**src/rtl/div_quot_bcd_if.sv**
```systemverilog
// div_quot_bcd_if: input/output handshake bundle for the quotient-to-BCD stage
//   in_valid/in_ready/quot/div_zero : quotient side, accepted when both valid and ready
//   out_valid/out_ready/bcd/err     : result side, held until out_ready
interface div_quot_bcd_if #(
   parameter int WIDTH  = 8,
   parameter int DIGITS = 3
);
   logic                  in_valid;
   logic                  in_ready;
   logic [WIDTH-1:0]      quot;
   logic                  div_zero;
   logic                  out_valid;
   logic                  out_ready;
   logic [4*DIGITS-1:0]   bcd;
   logic                  err;
   modport master (output in_valid, quot, div_zero, out_ready, input in_ready, out_valid, bcd, err);
   modport slave  (input in_valid, quot, div_zero, out_ready, output in_ready, out_valid, bcd, err);
endinterface

```
**src/rtl/div_quot_bcd.sv**
```systemverilog
// div_quot_bcd: registers a WIDTH-bit quotient and converts it to packed BCD by double-dabble
//   clk, rst : rising-edge clock, synchronous active-high reset
//   bus      : slave side of div_quot_bcd_if (quotient in, BCD result / divide-by-zero flag out)
module div_quot_bcd #(
   parameter int WIDTH  = 8,
   parameter int DIGITS = 3
) (
   input logic             clk,
   input logic             rst,
   div_quot_bcd_if.slave   bus
);
   localparam int CW = $clog2(WIDTH + 1);
   localparam int AW = 4 * DIGITS;
   typedef enum logic [1:0] {IDLE, SHIFT, DONE} state_t;
   state_t           r_state;
   logic [WIDTH-1:0] r_sr;
   logic [AW-1:0]    r_acc;
   logic [CW-1:0]    r_cnt;
   logic             r_dz;
   logic [AW-1:0]    r_bcd;
   logic             r_err;
   logic             r_out_valid;
   logic [AW-1:0]    w_adj;
   logic [AW-1:0]    w_next;
   // add-3 correction on every digit before the shift, so no digit overflows past 9
   for (genvar d = 0; d < DIGITS; d++) begin : g_adj
      assign w_adj[4*d+:4] = (r_acc[4*d+:4] >= 4'd5) ? r_acc[4*d+:4] + 4'd3 : r_acc[4*d+:4];
   end
   assign w_next        = {w_adj[AW-2:0], r_sr[WIDTH-1]};
   assign bus.in_ready  = (r_state == IDLE);
   assign bus.out_valid = r_out_valid;
   assign bus.bcd       = r_bcd;
   assign bus.err       = r_err;
   always_ff @(posedge clk) begin
      if (rst) begin
         r_state     <= IDLE;
         r_bcd       <= '0;
         r_err       <= 1'b0;
         r_out_valid <= 1'b0;
         r_cnt       <= '0;
      end else begin
         case (r_state)
            IDLE: if (bus.in_valid) begin
               r_sr    <= bus.quot;
               r_acc   <= '0;
               r_dz    <= bus.div_zero;
               r_cnt   <= '0;
               r_state <= bus.div_zero ? DONE : SHIFT;
            end
            SHIFT: begin
               r_acc <= w_next;
               r_sr  <= r_sr << 1;
               r_cnt <= r_cnt + 1'b1;
               if (r_cnt == CW'(WIDTH - 1)) begin
                  r_bcd       <= w_next;
                  r_err       <= 1'b0;
                  r_out_valid <= 1'b1;
                  r_state     <= DONE;
               end
            end
            DONE: begin
               // arriving without out_valid only happens on the divide-by-zero path
               if (!r_out_valid) begin
                  r_bcd       <= '1;
                  r_err       <= r_dz;
                  r_out_valid <= 1'b1;
               end else if (bus.out_ready) begin
                  r_out_valid <= 1'b0;
                  r_state     <= IDLE;
               end
            end
            default: r_state <= IDLE;
         endcase
      end
   end
endmodule

```
**src/flat_wrapper.sv**
```systemverilog
// flat-port wrapper written by rule: the top's interface ports become plain ports
module div_quot_bcd_flat 
#(
   parameter int WIDTH  = 8,
   parameter int DIGITS = 3
)
  (clk, rst, bus_in_valid, bus_quot, bus_div_zero, bus_out_ready, bus_in_ready, bus_out_valid, bus_bcd, bus_err);
  div_quot_bcd_if #(.WIDTH(WIDTH), .DIGITS(DIGITS)) bus_i ();
  input logic clk;
  input logic rst;
  input wire logic [$bits(bus_i.in_valid)-1:0] bus_in_valid;
  input wire logic [$bits(bus_i.quot)-1:0] bus_quot;
  input wire logic [$bits(bus_i.div_zero)-1:0] bus_div_zero;
  input wire logic [$bits(bus_i.out_ready)-1:0] bus_out_ready;
  output wire logic [$bits(bus_i.in_ready)-1:0] bus_in_ready;
  output wire logic [$bits(bus_i.out_valid)-1:0] bus_out_valid;
  output wire logic [$bits(bus_i.bcd)-1:0] bus_bcd;
  output wire logic [$bits(bus_i.err)-1:0] bus_err;
  assign bus_i.in_valid = bus_in_valid;
  assign bus_i.quot = bus_quot;
  assign bus_i.div_zero = bus_div_zero;
  assign bus_i.out_ready = bus_out_ready;
  assign bus_in_ready = bus_i.in_ready;
  assign bus_out_valid = bus_i.out_valid;
  assign bus_bcd = bus_i.bcd;
  assign bus_err = bus_i.err;
  div_quot_bcd #(.WIDTH(WIDTH), .DIGITS(DIGITS)) u_core (.clk(clk), .rst(rst), .bus(bus_i));
endmodule
```
**config.mk**
```make
export PLATFORM = sky130hd
export DESIGN_NAME = div_quot_bcd_flat
export DESIGN_NICKNAME = d
export VERILOG_FILES = /design/src/rtl/div_quot_bcd_if.sv /design/src/rtl/div_quot_bcd.sv /design/src/flat_wrapper.sv
export SDC_FILE = /design/constraint.sdc
export NUM_CORES = 1
export LEC_CHECK = 0
export ABC_CLOCK_PERIOD_IN_PS = 2600
export BUFFER_PORTS_ARGS = -buffer_cell sky130_fd_sc_hd__buf_2
export CAP_MARGIN = 15
export CORE_MARGIN = 8
export CORE_UTILIZATION = 44
export CTS_CLUSTER_DIAMETER = 30
export DETAILED_ROUTE_END_ITERATION = 8
export SYNTH_ARGS = -nofsm -noshare
export SYNTH_HDL_FRONTEND = slang
export SYNTH_SLANG_ARGS = --single-unit
```
**constraint.sdc**
```tcl
create_clock -name clk -period 2.6 [get_ports clk]
set_input_delay 0.39 -clock clk [delete_from_list [all_inputs] [get_ports clk]]
set_output_delay 0.39 -clock clk [all_outputs]
set_load 0.01 [all_outputs]
```
======== Word level (Yosys, flattened, before mapping) ========
Cells that the tools add are included.
Widths: inputs -> output; s select.
word-level totals
  register bits after elaboration ......... 41
  input port bits ......................... 13
  output and inout bits ................... 15
  word-level logic and storage cells ...... 58
operators by class
  add/sub/neg operators ................... 4
  order comparisons ....................... 3
  equal/unequal tests ..................... 8
  mux-type cells .......................... 25
  bitwise logic cells ..................... 1
  reductions and logical operators ........ 9
operators with widths
  kind                 number
  $pmux 12 s2          2
  $mux 12              3
  $pmux 8 s2           1
  $ge 4x3->1 const B   3
  $mux 4               3
  $mux 2               5
  $reduce_and 3->1     3
  $add 4x2->4 const B  2
  $mux 8               1
  $pmux 4 s2           1
  $ne 2x2->1 const B   3
  $pmux 2 s3           1
  $mux 1               5
  $add 4x1->4 const B  1
  $eq 4x3->1 const B   1
  $ne 2x1->1 const B   2
  $pmux 1 s2           2
  $reduce_and 2->1     2
  $reduce_and 4->1     1
  $reduce_bool 2->1    2
  $add 3x2->3 const B  1
  $mux 3               1
  $eq 2x1->1 const B   1
  $eq 2x2->1 const B   1
  other kinds (2)      2

======== Depth between registers and ports, before layout ========
  depth in word-level cells ............... 4
  depth in mapped cells ................... 7
  gate-level depth less buffers ........... 6

======== Worst setup path before layout ========
No wires, ideal clock.
  path kind ............................... register -> register
  from .................................... reg u_core.r_state[0]
  to ...................................... reg u_core.r_acc[0], enable pin
  library setup time ...................... 0.397 ns
  arrival time ............................ 1.845 ns
  data required time ...................... 2.203 ns
  setup slack ............................. 0.358 ns
  cell stages (with the launch flop) ...... 6
  buffers on the path ..................... 0
  period minus slack after synthesis ...... 2.242 ns
  cells stage by stage .................... dfxtp_1 inv_1 ha_1 nand2b_1 o21ai_0 nor2_1
on the way
  longest elaborated chain between the ends .. 3
  elaborated cells on any way between the ends .. 5
  classes of those cells .................. eq/ne (2); reduce/logical (3)
RTL lines
  what                                                              line                text
  start: declaration                                                div_quot_bcd.sv:15  state_t r_state;
  start signal: assignment                                          div_quot_bcd.sv:48  r_state <= bus.div_zero ? DONE : SHIFT;
  $logic_not 2->1 (*)                                               --
  net bus_in_ready                                                  flat_wrapper.sv:15  output wire logic [$bits(bus_i.in_ready)-1:0] bus_in_ready;
  $ne 2x2->1 (no line) / $reduce_bool 2->1 (equally long branches)  --
  $reduce_and 3->1 (no line) (*)                                    --
  end signal: assignment                                            div_quot_bcd.sv:51  r_acc <= w_next;
  end: declaration                                                  div_quot_bcd.sv:17  logic [AW-1:0] r_acc;
Mark *: on every way through the listed nets, which the timed path passes. The rest lies on a longest branch.
A chain may end at the register's enable or synchronous reset.

======== Worst setup path in the final report ========
  from .................................... reg u_core.r_state[1]
  to ...................................... reg u_core.r_acc[11], enable pin
on the way
  longest elaborated chain between the ends .. 3
  elaborated cells on any way between the ends .. 5
  classes of those cells .................. eq/ne (2); reduce/logical (3)
RTL lines
  what                                                              line                text
  $eq 2x1->1 / $logic_not 2->1 (equally long branches)              div_quot_bcd.sv:42  case (r_state)
  $reduce_bool 2->1 (no line) / $ne 2x2->1 (equally long branches)  --
  $reduce_and 3->1 (no line) (*)                                    --
Mark *: on every way between the ends. The rest lies on a longest branch, timed or not.

==> impl_metrics.yaml <==
sta:
  period_needed_ps: 2030
  drv_slew: 0
  slew_headroom_pct: 57.8
  clock.fmax_ghz: 0.492
  clock_skew_ps: 4.27
  setup_ws_ps: 568
  rsz0062_at_grt: "no"
  worstMarginPinSlew_ps: 633
  setup-tns-final_ps: 0
  fin_crit_sh_pct: 78.1
  hold_viol_final: 0
  setup_viol: 0
logic_synthesis:
  yosys-top-cells-area: "edfxtp_1, dfxtp_1, ha_1, nor2_1, mux2_2"
  synth_flop_cell: "edfxtp_1"
  postSynthAreaPerCell_um2: 10.7
  yosysSeqAreaShare_pct: 52.0
  synth_top_area_cell: "edfxtp_1"
  synth_seq_cells: 41
  synth-edff-count: 21
  yosysMostFrequentCell: "nor2_1"
  synth_warnings: 0
  synth_top_area_share_pct: 31.8
  synthArstFlopShare_pct: 0
  ys_types: 29
  synth_fp_nets: 209
  synthCells: 186
  ys_top_cells_by_count: "nor2_1, edfxtp_1, dfxtp_1, a21oi_1"
  synthesis.area_um2: 1980
grt:
  top_usage_layer: "met2"
  track_usage_pct: 11.6
  grt_pass1_wl_mm: 6.68
  grt_antenna_before_repair: 0
  overflow: 0
  met3_usage_pct: 4.39
  grt_pass1_vias: 1467
  grt_max_degree: 23
  use_met1_pct: 12.0
  met2_usage_pct: 20.9
worst_setup_path:
  end_kind: "register"
  path_delay_family: "adder cells"
  cp_num_buf_inv: 2
  cp-start-kind: "register"
  worstPathArrival_ps: 2020
  path_cells: "inv_1 > ha_1 > o21ai_0 > nor2_1 > buf_4"
  critPathMaxFanout: 15
  cpMaxStageDelayCell: "ha_1"
  slowest_delay_ps: 560
  crit_type: "register to register"
  required_ps: 2590
power:
  finalPower_mw: 2.38
  cellPowerDensity_nw_per_um2: 1050
  p_leak_nw: 0.921
  ir_drop_uv: 450
route:
  drt-total-wl_mm: 3.95
  avgRoutedWirePerCell_um: 14.6
  via_count: 1435
  drtIter0Drc: 72
  detail-route-antenna-nets: 0
  first_pass_iters: 4
  post-route-drc-count: 0
  via_per_inst: 5.30
cts:
  numCtsBuffers: 5
  cts_tree: "done"
  post-cts-setup-buffer-count: 0
  clkSlewWorstSetupHoldPaths_ps: 70
  cts.sinks: 41
  htree_levels: 2
  cts-hold-fix-buffers: 0
  clock_latency_ps: 290
  cts_resized: 0
  clk_path_buf_depth: 2
  clk_root_buffer_cell: "clkbuf_8"
placement:
  dp_slack_ps: 582
  io_buffers: 27
  gp_congestion: 0.723
  dpl.hpwl_mm: 2.96
floorplanning:
  chipHeight_um: 83.2
  core-area_um2: 4350
  rows: 24
  fp.dieW_um: 83.2
  dieArea_um2: 6910
  ios: 28
  start_util_pct: 45.6
finish:
  antenna_cells: 0
  drive_gt1_share_pct: 25.1
  nNetsFinal: 241
  postLayoutCoreUtil_pct: 52.0
  syn_to_final_growth_pct: 14.1
status:
  status: "complete, no violations"
worst_hold_path:
  hp-class: "input pin to register"
job:
  drv_cap: 0
==> flip-flops by register name (all words and copies together), names as in the netlist <==
name / flops
u_core.bus.bcd: 12
u_core.bus.err: 1
u_core.bus.out_valid: 1
u_core.r_acc: 12
u_core.r_cnt: 4
u_core.r_dz: 1
u_core.r_sr: 8
u_core.r_state: 2
==> per-layer routing <==
| layer | routed length [um] | vias to the layer above | share of wire, % |
|---|---|---|---|
| met4 | 36 | 0 | 0.91 |
| met5 | 0 | - | 0 |
| met2 | 2050 | 29 | 52 |
| li1 | - | 714 | - |
| met1 | 1670 | 686 | 42 |
| met3 | 196 | 6 | 5.0 |
==> where the power goes <==
group	total, mW	switching [mW]	internal [mW]
registers	0.984	0.0969	0.887
clock network	0.394	0.206	0.188
logic	0.998	0.589	0.408
total	2.38	0.892	1.48
==> through the flow <==
stage	hold slack [ps]	cell area [um^2]	instances
after floorplan	459	1980	186
after global placement	453	2180	263
after detailed placement	455	2180	263
after CTS	303	2260	271
after global routing	301	2260	271
final	315	2260	271
==> cells in the final DEF (no fill, tap or decap) <==
cell type / synthesis / final
nor3_1: 3 / 3
nand3b_1: 1 / 1
mux2_2: 10 / 10
a32oi_1: 1 / 1
nand3_1: 3 / 3
a221oi_1: 1 / 1
nand2_1: 7 / 7
inv_1: 9 / 9
clkinv_2: 0 / 1
xnor2_1: 3 / 3
o21ai_0: 8 / 8
clkbuf_1: 2 / 2
clkbuf_8: 0 / 5
a221oi_4: 1 / 1
ha_1: 10 / 10
clkinv_1: 1 / 1
buf_2: 2 / 27
nor2b_1: 4 / 4
and2_1: 5 / 5
buf_4: 1 / 5
edfxtp_1: 21 / 21
a211oi_1: 8 / 8
nand3b_4: 1 / 1
a211oi_2: 5 / 5
nor2_1: 31 / 31
a21oi_1: 14 / 14
nor3b_1: 3 / 3
nand2b_1: 9 / 9
dfxtp_1: 20 / 20
==> final timing paths <==
path | from | endpoint | slack (ps) | cells past startpoint
max reg2reg | u_core.r_state[1] | u_core.r_acc[11] | 570 | 5
max | u_core.r_state[1] | u_core.r_acc[11] | 570 | 5
min reg2reg | u_core.bus.err | u_core.bus.err | 470 | 2
min | bus_div_zero | u_core.r_dz | 320 | 1
==> cell type report <==
class                      count  area, um^2
fill                         408        2090
sequential                    41        1030
multi-input combinational    128         876
timing repair buffer          32         173
clock buffer                   7        76.3
tap                           52        65.1
inverter                      10        37.5
clock inverter                 1        5.00
==> logic make-up (layout without fill, tap and decap cells) <==
family | Yosys count | after routing | share of synthesized area [%]
AND/OR/NAND/NOR | 67 | 67 | 16.9
flip-flops | 41 | 41 | 52.0
AO/OA/AOI/OAI | 38 | 38 | 13.9
buffers and inverters | 17 | 50 | 3.91
adder cells (fa/ha/maj) | 10 | 10 | 6.31
multiplexers | 10 | 10 | 5.67
XOR/XNOR | 3 | 3 | 1.32
No activity file was read; power rests on OpenSTA's default activity.
